**config.mk**
```make
export PLATFORM = sky130hd
export DESIGN_NAME = keypad_qty_entry
export DESIGN_NICKNAME = d
export VERILOG_FILES = /design/src/rtl/keypad_pkg.sv /design/src/rtl/key_debounce.sv /design/src/rtl/keypad_qty_entry.sv
export SDC_FILE = /design/constraint.sdc
export NUM_CORES = 1
export LEC_CHECK = 0
export CAP_MARGIN = 10
export CELL_PAD_IN_SITES_DETAIL_PLACEMENT = 2
export CELL_PAD_IN_SITES_GLOBAL_PLACEMENT = 2
export CORE_MARGIN = 2
export CORE_UTILIZATION = 39
export DETAILED_ROUTE_END_ITERATION = 8
export PLACE_DENSITY = 0.84
export RECOVER_POWER = 25
export SYNTH_ARGS = -nofsm -noshare
export SYNTH_HDL_FRONTEND = slang
export SYNTH_SLANG_ARGS = --single-unit
export TNS_END_PERCENT = 100
```
**constraint.sdc**
```tcl
create_clock -name CLK -period 9.1 [get_ports CLK]
set_clock_uncertainty 0.2 [all_clocks]
set_input_delay 2.275 -clock CLK [delete_from_list [all_inputs] [get_ports CLK]]
set_output_delay 2.275 -clock CLK [all_outputs]
set_load 0.1 [all_outputs]
```
**src/rtl/keypad_pkg.sv**
```systemverilog
// keypad_pkg: shared constants and types for the keypad quantity-entry block.
//   KEY_CLEAR/KEY_BACK/KEY_ENTER : command key codes; 0x0-0x9 are digits,
//                                  0xC/0xD/0xF are ignored.
//   entry_state_e                : entry FSM state encoding.
//   bcd_digit_t / BCD_W          : one BCD digit.
package keypad_pkg;

  localparam int BCD_W = 4;
  typedef logic [BCD_W-1:0] bcd_digit_t;

  localparam bcd_digit_t KEY_CLEAR = 4'hA;
  localparam bcd_digit_t KEY_BACK  = 4'hB;
  localparam bcd_digit_t KEY_ENTER = 4'hE;

  typedef enum logic {
    ST_ENTRY = 1'b0,
    ST_HOLD  = 1'b1
  } entry_state_e;

  function automatic logic is_digit(input bcd_digit_t code);
    return code <= 4'h9;
  endfunction

endpackage

```
**src/rtl/key_debounce.sv**
```systemverilog
// key_debounce: turns the raw scanner level/code into one event per physical press.
//   CLK, RST     : clock, asynchronous active-high reset
//   key_code     : raw key code (meaningful while key_pressed=1)
//   key_pressed  : raw key-down level
//   evt_valid    : one-cycle pulse, a press was accepted
//   evt_code     : code of the accepted press (valid with evt_valid)
//   waiting      : 1 after an accepted press until the key has been released
//                  stably for DEBOUNCE_CYCLES cycles
module key_debounce
  import keypad_pkg::*;
#(
  parameter int DEBOUNCE_CYCLES = 1000000
) (
  input  logic             CLK,
  input  logic             RST,
  input  logic [3:0]       key_code,
  input  logic             key_pressed,
  output logic             evt_valid,
  output logic [3:0]       evt_code,
  output logic             waiting
);

  localparam int CNT_W = $clog2(DEBOUNCE_CYCLES + 1);
  localparam logic [CNT_W-1:0] CNT_TARGET = CNT_W'(DEBOUNCE_CYCLES);

  logic [CNT_W-1:0] cnt_q, cnt_d;
  logic [3:0]       code_q, code_d;
  logic             wait_q, wait_d;
  logic             evt_q, evt_d;
  // A key held across reset must be released before it can produce an event.
  logic             seen_rel_q, seen_rel_d;
  logic [CNT_W-1:0] run;

  always_ff @(posedge CLK or posedge RST) begin
    if (RST) begin
      cnt_q      <= '0;
      code_q     <= '0;
      wait_q     <= 1'b0;
      evt_q      <= 1'b0;
      seen_rel_q <= 1'b0;
    end else begin
      cnt_q      <= cnt_d;
      code_q     <= code_d;
      wait_q     <= wait_d;
      evt_q      <= evt_d;
      seen_rel_q <= seen_rel_d;
    end
  end

  always_comb begin
    cnt_d      = cnt_q;
    code_d     = code_q;
    wait_d     = wait_q;
    evt_d      = 1'b0;
    seen_rel_d = seen_rel_q | ~key_pressed;
    // Length of the current stable-press run including this cycle.
    run        = (cnt_q != '0 && key_code == code_q) ? cnt_q + CNT_W'(1) : CNT_W'(1);

    if (wait_q) begin
      if (key_pressed) begin
        cnt_d = '0;
      end else if (cnt_q + CNT_W'(1) == CNT_TARGET) begin
        cnt_d  = '0;
        wait_d = 1'b0;
      end else begin
        cnt_d = cnt_q + CNT_W'(1);
      end
    end else if (key_pressed && seen_rel_q) begin
      code_d = key_code;
      if (run == CNT_TARGET) begin
        evt_d  = 1'b1;
        wait_d = 1'b1;
        cnt_d  = '0;
      end else begin
        cnt_d = run;
      end
    end else begin
      cnt_d = '0;
    end
  end

  assign evt_valid = evt_q;
  assign evt_code  = code_q;  // holds the accepted code while evt_q is high
  assign waiting   = wait_q;

endmodule

```
**src/rtl/keypad_qty_entry.sv**
```systemverilog
// keypad_qty_entry: debounced keypad -> decimal quantity entry -> valid/ready hand-off.
//   CLK, RST     : clock, asynchronous active-high reset
//   key_code     : raw key code from the scanner
//   key_pressed  : raw key-down level from the scanner
//   qty_bcd      : entry buffer, BCD, least-significant digit in [3:0]
//   digit_count  : digits currently entered
//   qty_bin      : binary value of qty_bcd
//   qty_valid    : confirmed quantity offered to the dispenser
//   qty_ready    : dispenser accepts qty_bin this cycle
//   err_pulse    : one-cycle pulse on a rejected ENTER or a digit into a full buffer
//   busy         : waiting for key release, or holding a confirmed quantity
//   state_o      : debug view of the entry FSM state
// Handshake: qty_valid rises only on an accepted ENTER and stays high, with
// qty_bcd/qty_bin frozen, until a cycle where qty_valid & qty_ready; on the
// following edge the buffer clears and qty_valid drops.
module keypad_qty_entry
  import keypad_pkg::*;
#(
  parameter int NUM_DIGITS      = 3,
  parameter int DEBOUNCE_CYCLES = 1000000,
  parameter int MAX_QTY         = 500,
  parameter int QTY_W           = 10
) (
  input  logic                    CLK,
  input  logic                    RST,
  input  logic [3:0]              key_code,
  input  logic                    key_pressed,
  output logic [4*NUM_DIGITS-1:0] qty_bcd,
  output logic [2:0]              digit_count,
  output logic [QTY_W-1:0]        qty_bin,
  output logic                    qty_valid,
  input  logic                    qty_ready,
  output logic                    err_pulse,
  output logic                    busy,
  output entry_state_e            state_o
);

  localparam int BUF_W = BCD_W * NUM_DIGITS;

  entry_state_e     state_q, state_d;
  logic [BUF_W-1:0] buf_q, buf_d;
  logic [2:0]       cnt_q, cnt_d;
  logic             err_q, err_d;

  logic             evt_valid;
  logic [3:0]       evt_code;
  logic             waiting;
  logic [QTY_W-1:0] bin_acc;

  key_debounce #(
    .DEBOUNCE_CYCLES(DEBOUNCE_CYCLES)
  ) u_debounce (
    .CLK        (CLK),
    .RST        (RST),
    .key_code   (key_code),
    .key_pressed(key_pressed),
    .evt_valid  (evt_valid),
    .evt_code   (evt_code),
    .waiting    (waiting)
  );

  // BCD -> binary: Horner evaluation from the most-significant digit down.
  always_comb begin
    bin_acc = '0;
    for (int i = NUM_DIGITS - 1; i >= 0; i--) begin
      bin_acc = bin_acc * QTY_W'(10) + QTY_W'(buf_q[i*BCD_W +: BCD_W]);
    end
  end

  // State register
  always_ff @(posedge CLK or posedge RST) begin
    if (RST) begin
      state_q <= ST_ENTRY;
      buf_q   <= '0;
      cnt_q   <= '0;
      err_q   <= 1'b0;
    end else begin
      state_q <= state_d;
      buf_q   <= buf_d;
      cnt_q   <= cnt_d;
      err_q   <= err_d;
    end
  end

  // Next-state logic
  always_comb begin
    state_d = state_q;
    buf_d   = buf_q;
    cnt_d   = cnt_q;
    err_d   = 1'b0;
    unique case (state_q)
      ST_ENTRY: begin
        if (evt_valid) begin
          if (is_digit(evt_code)) begin
            if (cnt_q < 3'(NUM_DIGITS)) begin
              buf_d = (buf_q << BCD_W) | BUF_W'(evt_code);
              cnt_d = cnt_q + 3'd1;
            end else begin
              err_d = 1'b1;
            end
          end else if (evt_code == KEY_CLEAR) begin
            buf_d = '0;
            cnt_d = '0;
          end else if (evt_code == KEY_BACK) begin
            if (cnt_q != '0) begin
              buf_d = buf_q >> BCD_W;
              cnt_d = cnt_q - 3'd1;
            end
          end else if (evt_code == KEY_ENTER) begin
            if (cnt_q == '0 || bin_acc == '0 || bin_acc > QTY_W'(MAX_QTY)) begin
              err_d = 1'b1;
              buf_d = '0;
              cnt_d = '0;
            end else begin
              state_d = ST_HOLD;
            end
          end
        end
      end
      ST_HOLD: begin
        // Key events are dropped here; only the transfer moves us on.
        if (qty_ready) begin
          state_d = ST_ENTRY;
          buf_d   = '0;
          cnt_d   = '0;
        end
      end
      default: state_d = ST_ENTRY;
    endcase
  end

  // Outputs
  always_comb begin
    qty_bcd     = buf_q;
    digit_count = cnt_q;
    qty_bin     = bin_acc;
    qty_valid   = (state_q == ST_HOLD);
    err_pulse   = err_q;
    busy        = (state_q == ST_HOLD) | waiting;
    state_o     = state_q;
  end

endmodule
```
# Word level (Yosys, flattened, before mapping)
# Cells that the tools add are included.
[word_totals]
register_bits = 44
latch_bits = 0
mem_bits_rw = 0
rom_bits = 0
input_bits = 8
elab_cells = 95
mem_count = 0
[classes]
addsub = 5
multipliers = 2
div = 0
n_lt_le_gt_ge = 3
n_eq_ne = 12
shifts = 0
mux = 48
n_bitwise = 6
n_reduce_logical = 10
[ops]
columns = ["op", "count"]
rows = [
  ["two-way mux 20 bit", 6],
  ["two-way mux 12 bit", 9],
  ["equality test 20 bit, second input constant", 2],
  ["two-way mux 3 bit", 9],
  ["one-hot mux 12 bit (2 select lines)", 1],
  ["two-way mux 1 bit", 21],
  ["adder 20 x 1 -> 20 bit, second input constant", 1],
  ["nonzero test 20 bit", 1],
  ["!= test 5 bit, second input constant", 3],
  ["equality test 4 bit, second input constant", 3],
  ["bitwise OR 12 x 4 -> 12 bit", 1],
  ["adder 10 x 4 -> 10 bit", 1],
  ["greater-than comparator 10 x 9 -> 1 bit, second input constant", 1],
  ["logical NOT 10 bit", 1],
  ["adder 8 x 4 -> 9 bit", 1],
  ["multiplier 9 x 3 -> 9 bit, second input constant", 1],
  ["multiplier 4 x 3 -> 7 bit, second input constant", 1],
  ["one-hot mux 3 bit (2 select lines)", 1],
  ["AND reduction 6 bit", 1],
  ["equality test 4 bit", 1],
  ["<= comparator 4 bit, second input constant", 1],
  ["adder 3 x 1 -> 3 bit, second input constant", 1],
  ["logical NOT 3 bit", 1],
  ["< comparator 3 x 2 -> 1 bit, second input constant", 1],
  ["11 further kinds", 16],
]

# Longest topological paths before layout
[logic_depth]
depth_word = 14
ltp_mapped = 18

# By module
# A second synthesis with hierarchy kept.
[hier_totals]
cells_unflattened = 386
hier_area_um2 = 3564.7
[modules_own_cells]
columns = ["module", "instances", "cells_each", "area_each_um2"]
rows = [
  ["keypad_qty_entry", 1, 203, 1831.8],
  ["key_debounce", 1, 183, 1732.9],
]

# Worst setup path after synthesis
# Ideal clock, no wire load.
[synth_timing]
kind = "reg2out"
start = "reg buf_q[11] (netlist: qty_bcd[11])"
end = "out qty_bin[9]"
arrival_time_ns = 5.357
t_required_ns = 6.625
setup_slack_ns = 1.268
stages_incl_launch_ff = 12
n_path_buf = 0
cell_sequence = "dfrtp_1 -> ha_1 -> ha_1 -> fa_1 -> xnor2_1 -> ha_1 -> ha_1 -> xor2_1 -> nor4b_2 -> nand3_1 -> xor2_1 -> xnor2_1"
[synth_via]
elab_chain_len = 4
[synth_rtl]
columns = ["element", "line_no", "text"]
rows = [
  ["from (decl)", "keypad_qty_entry.sv:41", "logic [BUF_W-1:0] buf_q, buf_d;"],
  ["from (signal assigned)", "keypad_qty_entry.sv:79", "buf_q <= buf_d;"],
  ["multiplier 4 x 3 -> 7 bit", "keypad_qty_entry.sv:66", "bin_acc = bin_acc * QTY_W'(10) + QTY_W'(buf_q[i*BCD_W +: BCD_W]);"],
  ["adder 8 x 4 -> 9 bit", "keypad_qty_entry.sv:66", ""],
  ["multiplier 9 x 3 -> 9 bit", "keypad_qty_entry.sv:66", ""],
  ["adder 10 x 4 -> 10 bit", "keypad_qty_entry.sv:66", ""],
  ["to (decl)", "keypad_qty_entry.sv:30", "output logic [QTY_W-1:0] qty_bin,"],
]
# Every way passes these cells.

# Worst setup path in the final report
# Ends and elaborated chain as after synthesis.

==> results.yml <==
clock_network:
  htreeDepth: 2
  clock_path_buffers: 2
  cts_buffers: 5
  post_cts_resize_count: 0
  cts_hold_buf: 0
  clk_pin_slew_ns: 0.08
  cts_tree: "done"
  clockRootBuffer: "clkbuf_8"
  clk_latency_ns: 0.30
  post_cts_buffers: 0
  cts_num_sinks: 44
drt:
  routed_wl_mm: 9.70
  wl_per_cell_um: 19.0
  num_vias: 2916
  drt_first_iter_violations: 111
  viasPerCell: 5.71
  firstDrtPassIters: 4
  drc: 0
  detail-route-antenna-nets: 0
sta:
  maxSlewViolCount: 45
  final-setup-viol-count: 0
  tightest_slew_ns: 2.47
  fin_crit_ns: 7.53
  holdWs_ns: 0.286
  slew_headroom_pct: -65.0
  fmax_mhz: 133
  grt_setup_unrepaired: "false"
  fin_crit_sh_pct: 82.8
  hold_violations: 0
  tns_ns: 0
final_layout:
  post-route-cell-area_um2: 3930
  areaGrowthSynthToFinish_pct: 14.6
  layout-drive-gt1-share_pct: 7.44
  fill_cells: 942
  num-nets-final: 440
  antennaDiodeCount: 0
critical_path:
  start_kind: "register"
  worstSetupEndpointType: "primary output"
  cp-startpoint: "qty_bcd[11]$_DFFE_PP0P_"
  reg2reg_from: "qty_bcd[11]$_DFFE_PP0P_"
  cp.required_ns: 6.63
  reg2reg_to: "qty_bcd[6]$_DFFE_PP0P_"
  worstRegToRegCells: 14
  crit_type: "register to primary output"
  path_max_fanout: 9
  worstPathArrival_ns: 5.06
  rrSetupSlack_ns: 3.74
hold_path:
  hold_depth: 1
  holdCritStartpoint: "u_debounce.seen_rel_q$_DFF_PP0_"
  min_to: "u_debounce.seen_rel_q$_DFF_PP0_"
  hold_class: "register to register"
die:
  start_util_pct: 39.7
  fp-row-count: 34
  dieArea_um2: 9560
  die_w_um: 97.8
  io_pins: 37
  die_height_um: 97.8
  core_um2: 8640
synth:
  async_flop_share_pct: 100
  netlist_instances: 372
  syn_area_per_cell_um2: 9.22
  yosys.cell_count.top_type: "dfrtp_1"
  synth_fp_nets: 410
  synth_top_area_cell: "dfrtp_1"
  synth_area_leaders: "dfrtp_1, ha_1, xnor2_1"
  synth_top_area_share_pct: 32.1
  synth_area_um2: 3430
  yosys_warnings: 0
  synth-seq-cells: 44
  ys_types: 55
  synth-seq-area-share_pct: 32.1
  yosys-top-cells-count: "dfrtp_1, nand2_1, nor2_1"
  synth_flop_cell: "dfrtp_1"
  synth_edf_count: 0
grt:
  met3_usage_pct: 2.36
  grt_max_degree: 45
  use_met1_pct: 28.6
  grt_pass1_wl_mm: 16.5
  grt_overflow: 0
  grt_util_met2_pct: 36.2
  grt_antenna_before_repair: 0
  track_usage_pct: 21.2
  grt_pass1_vias: 3182
  busiest_layer: "met2"
place:
  gp_congestion: 0.823
  dpl.hpwl_mm: 7.44
  postPlaceCellArea_um2: 3840
  io_buffers: 36
job:
  cap_violations: 1
power:
  powerDensity_nw_per_um2: 202
  p_leak_nw: 1.72
  ir_drop_mv: 0.181
run_status:
  violations: "capacitance limit, slew limit"
  run_status: "finished, violations left"
[cell type report]
class	instances	area (um^2)	share of cell area, %
repair buffers	38	372	9.46
clock buffers	8	90.1	2.29
flip-flops and latches	44	1100	28.0
well taps	108	135	3.44
inverters	20	75.1	1.91
multi-input cells	293	2160	54.9
[cell usage in the layout, fill, tap and decap left out, drive strengths merged, types with 11 or more instances in the layout]
cell type and n:
dfrtp 44, nand2 35, clkdlybuf4s50 34, nor2 34, ha 26, xor2 20
xnor2 20, inv 19, a21oi 15, o21ai 13, mux2i 11, nand3 11
[layer usage]
layer  share of wire, %  vias to the layer above
li1                   -                     1376
met1                 46                     1479
met2                 49                       41
met3                2.2                       20
met4                2.2                        0
met5                  0                        -
[state kept, by name, summed over array words and instances (netlist names)]
signal	count
err_pulse	1
u_debounce.seen_rel_q	1
qty_bcd	12
digit_count	3
u_debounce.evt_valid	1
u_debounce.waiting	1
qty_valid	1
u_debounce.cnt_q	20
u_debounce.evt_code	4
[logic make-up (layout without fill, tap and decap cells)]
logic type | count (synthesis) | in the layout | synth area share [%]
fa+ha+maj | 30 | 30 | 11.8
simple gates | 144 | 144 | 22.3
buf+inv | 35 | 66 | 4.96
mux | 21 | 21 | 6.50
xor+xnor | 40 | 40 | 10.2
flops | 44 | 44 | 32.1
compound gates | 58 | 58 | 12.1
[power breakdown]
group / total (W) / switching (W) / internal (W)
Sequential: 0.000215 / 0.0000137 / 0.000201
Combinational: 0.000448 / 0.000326 / 0.000122
Clock: 0.000130 / 0.0000674 / 0.0000621
[critical path, stage by stage (launching register included)]
cell and delay [ns]:
dfrtp_1 0.51, ha_1 0.29, ha_1 0.24, fa_1 0.50, xnor2_1 0.27, ha_1 0.28, ha_1 0.34, xor2_1 0.24
nor4b_2 0.39, nand3_1 0.16, xor2_1 0.18, xnor2_1 0.21, clkdlybuf4s50_1 1.16
[worst max path at each step]
| stage | end | slack (ns) | depth (start not counted) |
|---|---|---|---|
| 5_1_grt | qty_bin[9] | 1.30 | 15 |
| 3_3_place_gp | qty_bin[9] | 2.05 | 12 |
| 4_1_cts | qty_bin[9] | 1.52 | 12 |
| 3_5_place_dp | qty_bin[9] | 1.85 | 12 |
| 6_report | qty_bin[9] | 1.57 | 12 |
| 2_1_floorplan | qty_bin[9] | 1.27 | 11 |
[per-stage QoR]
step           setup slack [ns]  cells  utilization [%]  total power [W]
5_1_grt                    1.30    511             45.5         0.000833
2_1_floorplan              1.27    372                -         0.000568
4_1_cts                    1.52    511             45.6         0.000803
3_5_place_dp               1.85    503             44.5         0.000670
6_report                   1.57    511             45.5         0.000792
3_3_place_gp               2.05    503             44.5         0.000655
Power figures use the tool's default switching activity.
